`src/rtl/issue_ctrl_if.sv`:
```
// Decode-to-issue request and writeback handshake bundle for issue_ctrl.
interface issue_ctrl_if;
   logic        dec_valid;
   logic [2:0]  dec_op;
   logic [2:0]  dec_funct;
   logic [4:0]  dec_rs1;
   logic [4:0]  dec_rs2;
   logic [4:0]  dec_rd;
   logic        dec_rwe;
   logic        dec_fwe;
   logic        flush;
   logic        issue;
   logic        stall;
   logic        wb_valid;
   logic [4:0]  wb_rd;
   logic        wb_fp;
   logic [1:0]  wb_src;
   logic [31:0] stall_cycles;

   modport master (
      output dec_valid, dec_op, dec_funct, dec_rs1, dec_rs2,
      output dec_rd, dec_rwe, dec_fwe, flush,
      input  issue, stall, wb_valid, wb_rd, wb_fp, wb_src,
      input  stall_cycles
   );

   modport slave (
      input  dec_valid, dec_op, dec_funct, dec_rs1, dec_rs2,
      input  dec_rd, dec_rwe, dec_fwe, flush,
      output issue, stall, wb_valid, wb_rd, wb_fp, wb_src,
      output stall_cycles
   );
endinterface

```
`src/rtl/issue_ctrl.sv`:
```
// Issue scheduler: busy-bit scoreboard plus writeback-slot reservation.
// Define WB_BYPASS_EN to let RAW consumers issue in the producer's wb cycle.
module issue_ctrl #(
   parameter int FPU_LAT = 3,
   parameter int MEM_LAT = 2
) (
   input logic         clk,
   input logic         rst,
   issue_ctrl_if.slave io
);
   localparam int LBIG = (FPU_LAT > MEM_LAT) ? FPU_LAT : MEM_LAT;
   localparam int LMAX = (LBIG > 1) ? LBIG : 1;

   typedef struct packed {
      logic       v;
      logic [4:0] rd;
      logic       fp;
      logic [1:0] src;
   } res_t;

   res_t             res_q [1:LMAX];
   res_t             res_d [1:LMAX];
   logic [1:0][31:0] busy_q, busy_d;
   logic [31:0]      stall_cnt_q, stall_cnt_d;

   logic       is_fpu, is_ld, src_fp, rd1, rd2, has_dst, dst_fp;
   logic       raw1, raw2, waw, slot_busy, hazard, go;
   logic       unused;
   int         lat;
   logic [1:0] src;

   assign unused = io.dec_funct[0];

   always_comb begin
      is_fpu = (io.dec_op == 3'b010);
      is_ld  = (io.dec_op == 3'b101) && (io.dec_funct[2:1] == 2'b00);
      lat    = 1;
      src    = 2'd0;
      unique case (1'b1)
         is_fpu: begin lat = FPU_LAT; src = 2'd1; end
         is_ld:  begin lat = MEM_LAT; src = 2'd2; end
         default: ;
      endcase
      src_fp  = io.dec_op inside {3'b010, 3'b011};
      rd1     = (io.dec_op != 3'b111);
      rd2     = io.dec_op inside {3'b000, 3'b001, 3'b010, 3'b011, 3'b110};
      has_dst = io.dec_rwe | io.dec_fwe;
      dst_fp  = ~io.dec_rwe;
      raw1    = rd1 & busy_q[src_fp][io.dec_rs1];
      raw2    = rd2 & busy_q[src_fp][io.dec_rs2];
`ifdef WB_BYPASS_EN
      // The value being written back this cycle is forwarded by execute.
      if (res_q[1].v && (res_q[1].fp == src_fp)) begin
         if (res_q[1].rd == io.dec_rs1) raw1 = 1'b0;
         if (res_q[1].rd == io.dec_rs2) raw2 = 1'b0;
      end
`endif
      waw       = has_dst & busy_q[dst_fp][io.dec_rd];
      slot_busy = 1'b0;
      for (int k = 2; k <= LMAX; k++)
         if (k == lat + 1) slot_busy = res_q[k].v;
      hazard = raw1 | raw2 | waw | (has_dst & slot_busy);
      go     = io.dec_valid & ~io.flush;
   end

   assign io.issue = go & ~hazard;
   assign io.stall = go & hazard;

   always_comb begin
      for (int k = 1; k < LMAX; k++)
         res_d[k] = res_q[k+1];
      res_d[LMAX] = '0;
      if (io.issue && has_dst)
         for (int k = 1; k <= LMAX; k++)
            if (k == lat) res_d[k] = {1'b1, io.dec_rd, dst_fp, src};
      busy_d = busy_q;
      if (res_q[1].v) busy_d[res_q[1].fp][res_q[1].rd] = 1'b0;
      if (io.issue && has_dst) busy_d[dst_fp][io.dec_rd] = 1'b1;
      stall_cnt_d = stall_cnt_q;
      if (io.stall && (stall_cnt_q != 32'hFFFF_FFFF))
         stall_cnt_d = stall_cnt_q + 32'd1;
   end

   always_ff @(posedge clk) begin
      if (rst) begin
         for (int k = 1; k <= LMAX; k++) res_q[k] <= '0;
         busy_q      <= '0;
         stall_cnt_q <= '0;
      end else begin
         res_q       <= res_d;
         busy_q      <= busy_d;
         stall_cnt_q <= stall_cnt_d;
      end
   end

   assign io.wb_valid     = res_q[1].v;
   assign io.wb_rd        = res_q[1].rd;
   assign io.wb_fp        = res_q[1].fp;
   assign io.wb_src       = res_q[1].src;
   assign io.stall_cycles = stall_cnt_q;
endmodule

```
`src/flat_wrapper.sv`:
```
// flat-port wrapper written by rule: the top's interface ports become plain ports
module issue_ctrl_flat 
#(
   parameter int FPU_LAT = 3,
   parameter int MEM_LAT = 2
)
  (clk, rst, io_dec_valid, io_dec_op, io_dec_funct, io_dec_rs1, io_dec_rs2, io_dec_rd, io_dec_rwe, io_dec_fwe, io_flush, io_issue, io_stall, io_wb_valid, io_wb_rd, io_wb_fp, io_wb_src, io_stall_cycles);
  issue_ctrl_if io_i ();
  input logic clk;
  input logic rst;
  input wire logic [$bits(io_i.dec_valid)-1:0] io_dec_valid;
  input wire logic [$bits(io_i.dec_op)-1:0] io_dec_op;
  input wire logic [$bits(io_i.dec_funct)-1:0] io_dec_funct;
  input wire logic [$bits(io_i.dec_rs1)-1:0] io_dec_rs1;
  input wire logic [$bits(io_i.dec_rs2)-1:0] io_dec_rs2;
  input wire logic [$bits(io_i.dec_rd)-1:0] io_dec_rd;
  input wire logic [$bits(io_i.dec_rwe)-1:0] io_dec_rwe;
  input wire logic [$bits(io_i.dec_fwe)-1:0] io_dec_fwe;
  input wire logic [$bits(io_i.flush)-1:0] io_flush;
  output wire logic [$bits(io_i.issue)-1:0] io_issue;
  output wire logic [$bits(io_i.stall)-1:0] io_stall;
  output wire logic [$bits(io_i.wb_valid)-1:0] io_wb_valid;
  output wire logic [$bits(io_i.wb_rd)-1:0] io_wb_rd;
  output wire logic [$bits(io_i.wb_fp)-1:0] io_wb_fp;
  output wire logic [$bits(io_i.wb_src)-1:0] io_wb_src;
  output wire logic [$bits(io_i.stall_cycles)-1:0] io_stall_cycles;
  assign io_i.dec_valid = io_dec_valid;
  assign io_i.dec_op = io_dec_op;
  assign io_i.dec_funct = io_dec_funct;
  assign io_i.dec_rs1 = io_dec_rs1;
  assign io_i.dec_rs2 = io_dec_rs2;
  assign io_i.dec_rd = io_dec_rd;
  assign io_i.dec_rwe = io_dec_rwe;
  assign io_i.dec_fwe = io_dec_fwe;
  assign io_i.flush = io_flush;
  assign io_issue = io_i.issue;
  assign io_stall = io_i.stall;
  assign io_wb_valid = io_i.wb_valid;
  assign io_wb_rd = io_i.wb_rd;
  assign io_wb_fp = io_i.wb_fp;
  assign io_wb_src = io_i.wb_src;
  assign io_stall_cycles = io_i.stall_cycles;
  issue_ctrl #(.FPU_LAT(FPU_LAT), .MEM_LAT(MEM_LAT)) u_core (.clk(clk), .rst(rst), .io(io_i));
endmodule
```
`config.mk`:
```
export PLATFORM = sky130hd
export DESIGN_NAME = issue_ctrl_flat
export DESIGN_NICKNAME = d
export VERILOG_FILES = /design/src/rtl/issue_ctrl_if.sv /design/src/rtl/issue_ctrl.sv /design/src/flat_wrapper.sv
export SDC_FILE = /design/constraint.sdc
export NUM_CORES = 1
export LEC_CHECK = 0
export BUFFER_PORTS_ARGS = -buffer_cell sky130_fd_sc_hd__buf_4
export CAP_MARGIN = 5
export CORE_UTILIZATION = 54
export DETAILED_ROUTE_END_ITERATION = 7
export GPL_ROUTABILITY_DRIVEN = 0
export MAX_ROUTING_LAYER = met4
export PLACE_DENSITY = 0.77
export SLEW_MARGIN = 20
export SYNTH_ARGS = -nofsm -noshare
export SYNTH_HDL_FRONTEND = slang
export SYNTH_SLANG_ARGS = --single-unit
```
`constraint.sdc`:
```
create_clock -name clk -period 5.9 [get_ports clk]
set_input_delay 0.59 -clock clk [delete_from_list [all_inputs] [get_ports clk]]
set_output_delay 0.59 -clock clk [all_outputs]
set_load 0.02 [all_outputs]
```
==> flow_metrics.py <==
metrics = {
    "clocking": {
        "postCtsSetupBuffers": 0,
        "tritoncts_num_sinks": 123,
        "htree_levels": 4,
        "ctsLongestPathBuffers": 2,
        "cts-resized-gates": 0,
        "tritoncts": "built",
        "cts.clk_slew.worst_paths_ns": 0.06,
        "clock_latency_ns": 0.43,
        "cts-buffers-inserted": 17,
        "clockRootBuffer": "sky130_fd_sc_hd__clkbuf_16",
        "ctsHoldBuffers": 0,
    },
    "floorplan": {
        "num_io_pins": 70,
        "horizontal_die_dimension_um": 115,
        "die_h_um": 115,
        "num_rows": 40,
        "floorplan.initialDensity_pct": 56.5,
        "fp.dieArea_um2": 13200,
        "coreArea_um2": 12200,
    },
    "finish": {
        "multiInputGateArea_um2": 4100,
        "top_library_cells_by_usage_in_the_layout_fill_and_taps_aside": "sky130_fd_sc_hd__dfxtp_1, sky130_fd_sc_hd__nand2_1, sky130_fd_sc_hd__nand3_1, sky130_fd_sc_hd__buf_4, sky130_fd_sc_hd__o21ai_0",
        "final_cell_count_no_fill": 1019,
        "syn2layout_area_growth_pct": 15.8,
        "final_layout_size_suffix_gt1_share_pct": 17.1,
        "layout.cells.most_common": "sky130_fd_sc_hd__dfxtp_1",
        "area.sequential_um2": 2460,
        "filler_cell_count_in_the_final_layout": 997,
        "final_net_count": 865,
    },
    "sta": {
        "worst_clock_skew_ns": 0.00601,
        "worst_slew_pin_slew_ns": 1.11,
        "layout_worst_path_cycle_share_pct": 77.7,
        "rsz_0062_raised_after_global_routing": "false",
        "maxSlewViolCount": 0,
        "final_ws_setup_ns": 1.32,
        "fin_setup_tns_ns": 0,
        "hold_viol": 0,
        "finalWorstPathRequiredPeriod_ns": 4.58,
        "max-slew-margin-rel_pct": 25.8,
        "fin_hold_ws_ns": 0.430,
        "setup_violations": 0,
        "max_frequency_mhz": 218,
    },
    "power_and_ir_drop": {
        "pwr-share-comb_pct": 7.9,
        "p_per_area_nw_per_um2": 262,
        "switching_share_of_power_pct": 25.0,
        "fin_total_pwr_uw": 2090,
        "power_report.internal_total_uw": 1570,
        "switchingPower_uw": 521,
        "leakage_uw": 0.00282,
        "clock_power_share_pct": 51.9,
        "power.ir.vdd_worst_mv": 0.213,
        "seq_power_share_pct": 40.3,
    },
    "detailed_routing": {
        "initialDrtViolationCount": 798,
        "drc": 0,
        "final_antenna_net_count": 0,
        "post_drt_wl_per_cell_um": 21.6,
        "routed_wire_length_um": 22000,
        "routed_via_density": 6.85,
        "drtPass1Iterations": 6,
        "routed-via-count": 6985,
    },
    "critical_path": {
        "timing.critical_path.arrival_ns": 3.99,
        "crit_path_cell_trace": "buf_4 > nor2b_2 > buf_4 > mux4_2 > o221ai_1 > nor4bb_1 > o21ai_1 > o221ai_4 > nor2_2 > buf_4",
        "cp_common_cell": "sky130_fd_sc_hd__buf_4",
        "crit-reg2reg-capture": "u_core.res_q[11]",
        "timing.critical_path.required_ns": 5.31,
        "nature_of_the_critical_path_endpoint": "output port",
        "critical_path.startpoint_type": "input port",
        "path_type_of_the_worst_setup_path": "in2out",
        "max_stage_delay_ns": 0.88,
        "r2r_start": "u_core.busy_q[15]",
        "r2r_setup_slack_ns": 2.43,
        "critPathTopFamily": "simple AND/OR/NAND/NOR gates",
        "crit_fanout": 25,
        "r2r.worst_path.cells": 9,
        "path_buf_inv": 3,
        "slowest_stage": "sky130_fd_sc_hd__nor2b_2",
    },
    "global_route": {
        "number_of_global_route_vias_before_repair": 6565,
        "grt_max_degree": 62,
        "grt_usage_pct": 35.8,
        "number_of_antenna_violations_at_the_first_check_in_global_routing": 0,
        "gr-total-overflow": 0,
        "global_route_wire_length_before_repair_um": 34500,
    },
    "min_path": {
        "holdCritPathClass": "reg2reg",
        "min-delay-start": "u_core.res_q[1]",
        "hold_depth": 2,
        "hold_end": "u_core.res_q[10]",
    },
    "placement": {
        "placed_cells_incl_taps": 986,
        "dp_slack_ns": 1.29,
        "port-buffer-count": 68,
        "hpwlAfterDp_um": 14400,
    },
    "synth": {
        "synth_sequential_area_ratio_pct": 35.7,
        "post_synth.cell_area_avg_um2": 8.58,
        "synthCells": 804,
        "synth_fp_nets": 832,
        "synth.yosys.warnings": 0,
        "yosys_register_bits": 123,
        "synth-edff-count": 0,
        "synth_flop_cell": "sky130_fd_sc_hd__dfxtp_1",
        "yosysUniqueCellTypes": 62,
        "share_of_flip_flops_with_an_asynchronous_set_or_reset_pct": 0,
        "netlist_area_um2": 6900,
    },
    "flow_run": {
        "max_cap_viol_count": 0,
    },
    "status": {
        "outcome": "completed",
    },
}
-- worst max path at each step --
stage	to	from	cells after the start
5_1_grt	io_issue	io_dec_op[1]	10
3_5_place_dp	u_core.io.stall_cycles[23]	io_dec_op[1]	10
2_1_floorplan	u_core.res_q[16]	io_dec_rd[0]	11
3_3_place_gp	u_core.io.stall_cycles[21]	io_dec_op[1]	10
4_1_cts	io_issue	io_dec_op[1]	10
6_report	io_issue	io_dec_op[1]	10
-- routing by layer --
| layer | global-route usage [%] | vias up | share of wire (%) |
|---|---|---|---|
| li1 | - | 3068 | - |
| met1 | 43.6 | 3222 | 37 |
| met2 | 52.7 | 542 | 44 |
| met3 | 9.12 | 153 | 12 |
| met4 | 23.0 | 0 | 6.2 |
| met5 | - | - | 0 |
-- kinds of logic (layout without fill, tap and decap cells) --
family / Yosys count / in the layout / synth area share [%]
flops: 123 / 123 / 35.7
buf+inv: 73 / 119 / 4.90
fa+ha+maj: 1 / 1 / 0.181
simple gates: 367 / 367 / 28.8
mux: 62 / 62 / 14.2
other cells: 1 / 2 / 0.0544
compound gates: 174 / 174 / 15.8
xor+xnor: 3 / 3 / 0.381
-- cells in the mapped netlist (10+ instances only) --
cell,n,share of area [%]
sky130_fd_sc_hd__o21ai_0,73,5.3
sky130_fd_sc_hd__mux4_2,24,7.8
sky130_fd_sc_hd__dfxtp_1,123,36
sky130_fd_sc_hd__buf_2,12,0.87
sky130_fd_sc_hd__o31ai_1,11,1.2
sky130_fd_sc_hd__and3b_1,22,2.8
sky130_fd_sc_hd__nand2b_1,14,1.3
sky130_fd_sc_hd__clkbuf_1,37,2.0
sky130_fd_sc_hd__nor3_1,12,0.87
sky130_fd_sc_hd__a21oi_1,31,2.3
sky130_fd_sc_hd__inv_1,12,0.65
sky130_fd_sc_hd__and3_1,10,0.91
sky130_fd_sc_hd__mux2i_1,30,4.4
sky130_fd_sc_hd__nand2_1,94,5.1
sky130_fd_sc_hd__or4_1,12,1.3
sky130_fd_sc_hd__nor2b_1,12,1.1
sky130_fd_sc_hd__a211oi_1,23,2.5
sky130_fd_sc_hd__nor2_1,42,2.3
sky130_fd_sc_hd__or3_1,15,1.4
sky130_fd_sc_hd__nand3_1,83,6.0
sky130_fd_sc_hd__nor3b_1,10,1.1
-- cell type report --
class | instances | area share (%)
flip-flops and latches | 123 | 30.8
clock buffers | 19 | 5.55
clock inverters | 13 | 2.08
multi-input cells | 608 | 51.3
well taps | 168 | 2.63
inverters | 13 | 0.611
diodes | 1 | 0.0313
repair buffers | 74 | 6.96
-- sequential cells by signal, summed over array words and instances (netlist names) --
| name | count |
|---|---|
| u_core.res_q | 18 |
| u_core.busy_q | 64 |
| u_core.io.wb_rd | 5 |
| u_core.io.wb_valid | 1 |
| u_core.io.wb_fp | 1 |
| u_core.io.wb_src | 2 |
| u_core.io.stall_cycles | 32 |
-- metrics by stage --
step / utilization, % / cell area, um2
4_1_cts: 65.4 / 7980
2_1_floorplan: - / 6900
5_1_grt: 65.4 / 7980
3_3_place_gp: 60.4 / 7370
6_report: 65.4 / 7980
3_5_place_dp: 60.4 / 7370
-- worst register-to-register path, stage by stage, from the launching register on --
cell and delay (ns):
sky130_fd_sc_hd__dfxtp_1 0.34, sky130_fd_sc_hd__mux4_2 0.47, sky130_fd_sc_hd__mux2i_1 0.31, sky130_fd_sc_hd__nor3b_1 0.11
sky130_fd_sc_hd__o31a_1 0.32, sky130_fd_sc_hd__nor4_2 0.40, sky130_fd_sc_hd__o221ai_4 0.26, sky130_fd_sc_hd__or4b_1 0.81
sky130_fd_sc_hd__mux2i_1 0.27, sky130_fd_sc_hd__nor2_1 0.06
-- power groups by stage --
stage	Combinational (uW)	Clock [uW]	Sequential, uW
6_report	164	1080	840
5_1_grt	173	1120	840
4_1_cts	159	1090	840
3_5_place_dp	157	0	858
3_3_place_gp	154	0	858
2_1_floorplan	110	0	857
(Power assumes the default switching activity.)
